--- config.mk ---
export PLATFORM = sky130hd
export DESIGN_NAME = ps2_key_queue_flat
export DESIGN_NICKNAME = d
export VERILOG_FILES = /design/src/rtl/ps2_key_queue_if.sv /design/src/rtl/ps2_key_queue.sv /design/src/flat_wrapper.sv
export SDC_FILE = /design/constraint.sdc
export NUM_CORES = 1
export LEC_CHECK = 0
export ABC_CLOCK_PERIOD_IN_PS = 2500
export BUFFER_PORTS_ARGS = -buffer_cell sky130_fd_sc_hd__buf_2
export CORE_MARGIN = 4
export CORE_UTILIZATION = 25
export CTS_CLUSTER_SIZE = 16
export DETAILED_ROUTE_END_ITERATION = 12
export GPL_TIMING_DRIVEN = 0
export PLACE_DENSITY = 0.4
export SYNTH_ARGS = -nofsm -noshare
export SYNTH_HDL_FRONTEND = slang
export SYNTH_SLANG_ARGS = --single-unit
--- constraint.sdc ---
create_clock -name Clock_50 -period 2.5 [get_ports Clock_50]
set_input_delay 0.125 -clock Clock_50 [delete_from_list [all_inputs] [get_ports Clock_50]]
set_output_delay 0.125 -clock Clock_50 [all_outputs]
set_load 0.03 [all_outputs]
--- src/rtl/ps2_key_queue_if.sv ---
// Pop-side handshake between the key queue and the display FSM.
// The queue drives the head entry and occupancy; the consumer drives Key_ack.
interface ps2_key_queue_if #(
  parameter int DEPTH = 8
);
  localparam int CW = $clog2(DEPTH) + 1;

  logic [8:0]    Key_code;
  logic          Key_valid;
  logic          Key_ack;
  logic [CW-1:0] Key_count;

  modport master (
    output Key_code,
    output Key_valid,
    output Key_count,
    input  Key_ack
  );

  modport slave (
    input  Key_code,
    input  Key_valid,
    input  Key_count,
    output Key_ack
  );
endinterface

--- src/rtl/ps2_key_queue.sv ---
// Conditions the PS2 controller code stream (modifiers, breaks, repeats) and
// buffers tagged make codes in a first-word fall-through FIFO.
module ps2_key_queue #(
  parameter int DEPTH           = 8,
  parameter bit SUPPRESS_REPEAT = 1'b1
) (
  input  logic       Clock_50,
  input  logic       Resetn,
  input  logic [8:0] PS2_code,
  input  logic       PS2_code_ready,
  input  logic       PS2_make_code,
  ps2_key_queue_if.master key,
  output logic       Overflow,
  input  logic       Clear_overflow,
  output logic       Shift_active,
  output logic       Caps_lock
);

  localparam int PW = $clog2(DEPTH);
  localparam int CW = PW + 1;

  localparam logic [7:0] SC_LSHIFT = 8'h12;
  localparam logic [7:0] SC_RSHIFT = 8'h59;
  localparam logic [7:0] SC_CAPS   = 8'h58;

  // Event detection
  logic ready_buf_reg;
  logic armed_reg;
  logic code_event;

  // Modifier / repeat tracking
  logic       lshift_held_reg, lshift_held_next;
  logic       rshift_held_reg, rshift_held_next;
  logic       caps_held_reg,   caps_held_next;
  logic       caps_lock_reg,   caps_lock_next;
  logic       shift_active_reg;
  logic [7:0] last_make_reg,   last_make_next;
  logic       last_valid_reg,  last_valid_next;

  // FIFO
  logic [8:0]    mem_reg [DEPTH];
  logic [PW-1:0] wr_ptr_reg;
  logic [PW-1:0] rd_ptr_reg;
  logic [CW-1:0] count_reg;
  logic          overflow_reg;

  logic [7:0] scan;
  logic       is_lshift, is_rshift, is_caps, is_mod;
  logic       key_event, repeat_hit;
  logic       push_req, break_clear;
  logic [8:0] push_data;
  logic       full, pop, push_ok, drop;

  assign scan      = PS2_code[7:0];
  assign is_lshift = (scan == SC_LSHIFT);
  assign is_rshift = (scan == SC_RSHIFT);
  assign is_caps   = (scan == SC_CAPS);
  assign is_mod    = is_lshift | is_rshift | is_caps;

  // armed_reg blocks a level that was already high when reset released
  // from looking like a fresh rising edge.
  assign code_event  = PS2_code_ready & ~ready_buf_reg & armed_reg;
  assign key_event   = code_event & ~is_mod & ~PS2_code[8];
  assign repeat_hit  = last_valid_reg & (scan == last_make_reg);
  assign push_req    = key_event & PS2_make_code & ~(SUPPRESS_REPEAT & repeat_hit);
  assign break_clear = key_event & ~PS2_make_code & repeat_hit;
  assign push_data   = {shift_active_reg ^ caps_lock_reg, scan};

  assign full    = (count_reg == CW'(DEPTH));
  assign pop     = (count_reg != '0) & key.Key_ack;
  assign push_ok = push_req & (~full | pop);
  assign drop    = push_req & full & ~pop;

  always_ff @(posedge Clock_50 or negedge Resetn) begin
    if (!Resetn) begin
      ready_buf_reg <= 1'b0;
      armed_reg     <= 1'b0;
    end else begin
      ready_buf_reg <= PS2_code_ready;
      armed_reg     <= armed_reg | ~PS2_code_ready;
    end
  end

  always_comb begin
    lshift_held_next = lshift_held_reg;
    rshift_held_next = rshift_held_reg;
    caps_held_next   = caps_held_reg;
    caps_lock_next   = caps_lock_reg;
    last_make_next   = last_make_reg;
    last_valid_next  = last_valid_reg;
    if (code_event) begin
      if (is_lshift) lshift_held_next = PS2_make_code;
      if (is_rshift) rshift_held_next = PS2_make_code;
      if (is_caps) begin
        if (PS2_make_code) begin
          if (!caps_held_reg) begin
            caps_lock_next = ~caps_lock_reg;
            caps_held_next = 1'b1;
          end
        end else begin
          caps_held_next = 1'b0;
        end
      end
    end
    // last_make follows every accepted make, even one later dropped by a full queue
    if (push_req) begin
      last_make_next  = scan;
      last_valid_next = 1'b1;
    end else if (break_clear) begin
      last_valid_next = 1'b0;
    end
  end

  always_ff @(posedge Clock_50 or negedge Resetn) begin
    if (!Resetn) begin
      lshift_held_reg  <= 1'b0;
      rshift_held_reg  <= 1'b0;
      caps_held_reg    <= 1'b0;
      caps_lock_reg    <= 1'b0;
      shift_active_reg <= 1'b0;
      last_make_reg    <= 8'h00;
      last_valid_reg   <= 1'b0;
    end else begin
      lshift_held_reg  <= lshift_held_next;
      rshift_held_reg  <= rshift_held_next;
      caps_held_reg    <= caps_held_next;
      caps_lock_reg    <= caps_lock_next;
      shift_active_reg <= lshift_held_next | rshift_held_next;
      last_make_reg    <= last_make_next;
      last_valid_reg   <= last_valid_next;
    end
  end

  // Storage is reset so Key_code reads zero out of reset.
  always_ff @(posedge Clock_50 or negedge Resetn) begin
    if (!Resetn) begin
      for (int i = 0; i < DEPTH; i++) begin
        mem_reg[i] <= 9'h000;
      end
    end else if (push_ok) begin
      mem_reg[wr_ptr_reg] <= push_data;
    end
  end

  always_ff @(posedge Clock_50 or negedge Resetn) begin
    if (!Resetn) begin
      wr_ptr_reg   <= '0;
      rd_ptr_reg   <= '0;
      count_reg    <= '0;
      overflow_reg <= 1'b0;
    end else begin
      if (push_ok) wr_ptr_reg <= wr_ptr_reg + PW'(1);
      if (pop)     rd_ptr_reg <= rd_ptr_reg + PW'(1);
      count_reg <= count_reg + CW'(push_ok) - CW'(pop);
      if (drop)
        overflow_reg <= 1'b1;
      else if (Clear_overflow)
        overflow_reg <= 1'b0;
    end
  end

  assign key.Key_code  = mem_reg[rd_ptr_reg];
  assign key.Key_valid = (count_reg != '0);
  assign key.Key_count = count_reg;
  assign Overflow      = overflow_reg;
  assign Shift_active  = shift_active_reg;
  assign Caps_lock     = caps_lock_reg;

endmodule

--- src/flat_wrapper.sv ---
// flat-port wrapper written by rule: the top's interface ports become plain ports
module ps2_key_queue_flat 
#(
  parameter int DEPTH           = 8,
  parameter bit SUPPRESS_REPEAT = 1'b1
)
  (Clock_50, Resetn, PS2_code, PS2_code_ready, PS2_make_code, Overflow, Clear_overflow, Shift_active, Caps_lock, key_Key_code, key_Key_valid, key_Key_count, key_Key_ack);
  ps2_key_queue_if #(.DEPTH(DEPTH)) key_i ();
  input  logic Clock_50;
  input  logic Resetn;
  input  logic [8:0] PS2_code;
  input  logic PS2_code_ready;
  input  logic PS2_make_code;
  output logic Overflow;
  input  logic Clear_overflow;
  output logic Shift_active;
  output logic Caps_lock;
  output wire logic [$bits(key_i.Key_code)-1:0] key_Key_code;
  output wire logic [$bits(key_i.Key_valid)-1:0] key_Key_valid;
  output wire logic [$bits(key_i.Key_count)-1:0] key_Key_count;
  input wire logic [$bits(key_i.Key_ack)-1:0] key_Key_ack;
  assign key_Key_code = key_i.Key_code;
  assign key_Key_valid = key_i.Key_valid;
  assign key_Key_count = key_i.Key_count;
  assign key_i.Key_ack = key_Key_ack;
  ps2_key_queue #(.DEPTH(DEPTH), .SUPPRESS_REPEAT(SUPPRESS_REPEAT)) u_core (.Clock_50(Clock_50), .Resetn(Resetn), .PS2_code(PS2_code), .PS2_code_ready(PS2_code_ready), .PS2_make_code(PS2_make_code), .key(key_i), .Overflow(Overflow), .Clear_overflow(Clear_overflow), .Shift_active(Shift_active), .Caps_lock(Caps_lock));
endmodule
==> metrics.txt <==
grt met3 use 2.68%; TritonCTS Sinks 99; die height 146 um; Lkg Pwr 2.58 nW; Total Die Area 0.0213 mm2; GR Layer Usage met2 16.1%; PnR worst setup slack 0.105 ns; maximum level of the CTS H-tree 3; Synth area leaders dfrtp_1 52%, mux2_2 22%, mux4_2 8.5%, nor4_4 2.2%, ha_1 2.1%; first-pass GRT wire length 18,000 um; dpl cells 577; CP bufs+invs 3; Slew headroom 36.7%; busiest grt layer met1; GRT overflow 0; status complete, no violations; Slew Viols, Final 0; CTS tree yes; Core ar. 0.0187 mm2; mapped cell area 0.00475 mm2; CTS max path bufs 2; max_cap viols 0; Post-synth EDFFs 0; largest stage delay on the critical path 0.38 ns; total number of vias 2,691; min cycle time layout 2.40 ns; final period utilization 95.8%; drt drc 0; worst min path class in -> reg; pre-CTS WS -0.418 ns; ys flop type dfrtp_1; Cell Rows 50; CP endpoint kind output port; Req. time, crit path 2.38 ns; register bit count reported by yosys 99; setup TNS 0 ns; Port Buf Inserts 31; Starting Density 25.4%; Cell Pwr Density 986 mW/mm2; root buf cell clkbuf_16; layout cells sized above 1 53.0%; RSZ-0062 raised after global routing false; CTS clk-pin slew, worst paths 0.07 ns; Largest register FFs 72; share of the synthesized area in the top cell type 52.2%; Design Power 5.63 mW; WP data arrival 2.27 ns; setup violators final 0; post-route insts no fill 604; commonest cells in the netlist 99 x dfrtp_1, 91 x mux2_2, 18 x mux4_2, 10 x xnor2_1, 9 x inv_1; cts bufs inserted 9; Startpoint Class flip-flop; Clk Latency, worst-skew pair 0.35 ns; gate count after technology mapping 311; sequential share of the synthesized area 52.2%; CP max stage cell clkbuf_2; top-count cell post-synth dfrtp_1; largest net degree at the start of global routing 69; Syn Nets 335; Tot GR Track Use 11.2%; Unique masters post-synth 38; initial antenna violation count 0; top fanout value on the critical path 10; Antenna Nets Post-Route 0; vias in the first global route 2,936; GR Util met1 16.3%; Final Hold Fails 0; crit-path cells clkbuf_2 -> clkbuf_4 -> mux4_2 -> mux2_2 -> buf_2; antenna diode count 0; Top Ports 32; drt first pass iters 4; Yosys top cell by area dfrtp_1; nets 389; Post-synth ARST share 100%; Detailed Route WL 11,200 um; Mean Syn Cell Area 15.3 um2; via/cell ratio 4.46; RePlAce Congestion 0.685; CP top delay family buffers and inverters; worst ir drop on vdd 0.000414 V; timing-limited maximum frequency 417 MHz; yosys warns 0; worst-margin pin slew 0.949 ns; Worst Clk Skew 0.00966 ns; HPWL after DPL 7360 um; DR iter-0 viols 147; critical path type reg -> out; Chip Width 146 um; area delta synth->final 20.4%; routed len/inst 18.5 um
[cells in the final DEF, fill, tap and decap left out, types with 2 or more instances in the layout]
cell | Yosys | final
nor4b_1 | 2 | 2
ha_1 | 8 | 8
nor4_4 | 5 | 6
nor2_1 | 4 | 4
inv_1 | 9 | 8
mux2_2 | 91 | 89
nand2_1 | 4 | 4
mux2_4 | 0 | 2
and3b_1 | 2 | 2
mux2_1 | 3 | 3
buf_12 | 0 | 6
xor2_1 | 6 | 6
nor3_4 | 3 | 3
dfrtp_1 | 99 | 97
nand3b_1 | 5 | 5
buf_6 | 1 | 5
clkbuf_1 | 8 | 8
nand2b_1 | 2 | 2
nand3_1 | 4 | 4
buf_4 | 1 | 4
mux4_2 | 18 | 18
dlygate4sd3_1 | 0 | 2
clkbuf_16 | 0 | 9
clkinv_4 | 0 | 2
buf_2 | 7 | 35
dfrtp_2 | 0 | 2
xnor2_1 | 10 | 10
or4b_2 | 2 | 2
[cell type report]
cell class | count | area [um2]
repair buffers | 43 | 348
fillers | 1873 | 13000
multi-input cells | 185 | 2170
clock inverters | 5 | 38.8
clock buffers | 11 | 233
well taps | 234 | 293
flip-flops and latches | 99 | 2480
inverters | 9 | 33.8
plain buffers | 18 | 116
[metrics by stage]
stage	util, %	hold WS, ns	cell area (um2)
6_report	30.6	0.0630	5720
5_1_grt	30.6	0.0712	5720
4_1_cts	30.1	0.0482	5620
3_5_place_dp	28.0	0.109	5250
3_3_place_gp	27.9	0.262	5220
2_1_floorplan	-	-0.171	4770
[per-layer routing]
layer | wire [um] | share of wire [%]
met2 | 4880 | 44
met5 | 0 | 0
met3 | 318 | 2.9
met1 | 5780 | 52
met4 | 174 | 1.6
[power breakdown]
group	internal, mW	switching (mW)	leakage [nW]	total [mW]
clock network	0.682	0.639	0.130	1.32
logic	0.987	1.06	1.15	2.05
registers	2.03	0.234	1.30	2.27
[worst paths after layout]
path / startpoint / endpoint / slack (ns) / cells past startpoint
max: u_core.rd_ptr_reg[1] / key_Key_code[6] / 0.10 / 5
min: key_Key_ack / u_core.rd_ptr_reg[2] / 0.06 / 3
max reg2reg: u_core.key.Key_count[2] / u_core.mem_reg[35] / 0.12 / 9
min reg2reg: u_core.armed_reg / u_core.armed_reg / 0.48 / 1
max in group asynchronous: Resetn / u_core.mem_reg[70] / 1.55 / 3
min in group asynchronous: Resetn / u_core.key.Key_count[2] / 0.26 / 2
[tightest hold or removal path: stages]
cell and delay, ns:
buf_2 0.11, nand3_1 0.07, xnor2_1 0.06
[what timing repair did]
| action | CTS | global route |
|---|---|---|
| resized for setup | 8 | 4 |
| setup buffers | 3 | 6 |
| hold buffers | 2 | 0 |
| endpoints found under the hold margin | 33 | 0 |
| setup endpoints to repair | 63 | 54 |
| pin swaps | 6 | 6 |
[kinds of logic after synthesis]
| group | after synthesis | synth area share, % |
|---|---|---|
| mux | 112 | 30.8 |
| simple gates | 43 | 8.14 |
| buf+inv | 27 | 2.56 |
| flops | 99 | 52.2 |
| xor+xnor | 16 | 2.95 |
| compound gates | 5 | 0.791 |
| fa+ha+maj | 9 | 2.53 |
Note: power is estimated with default switching activity, not from simulation.
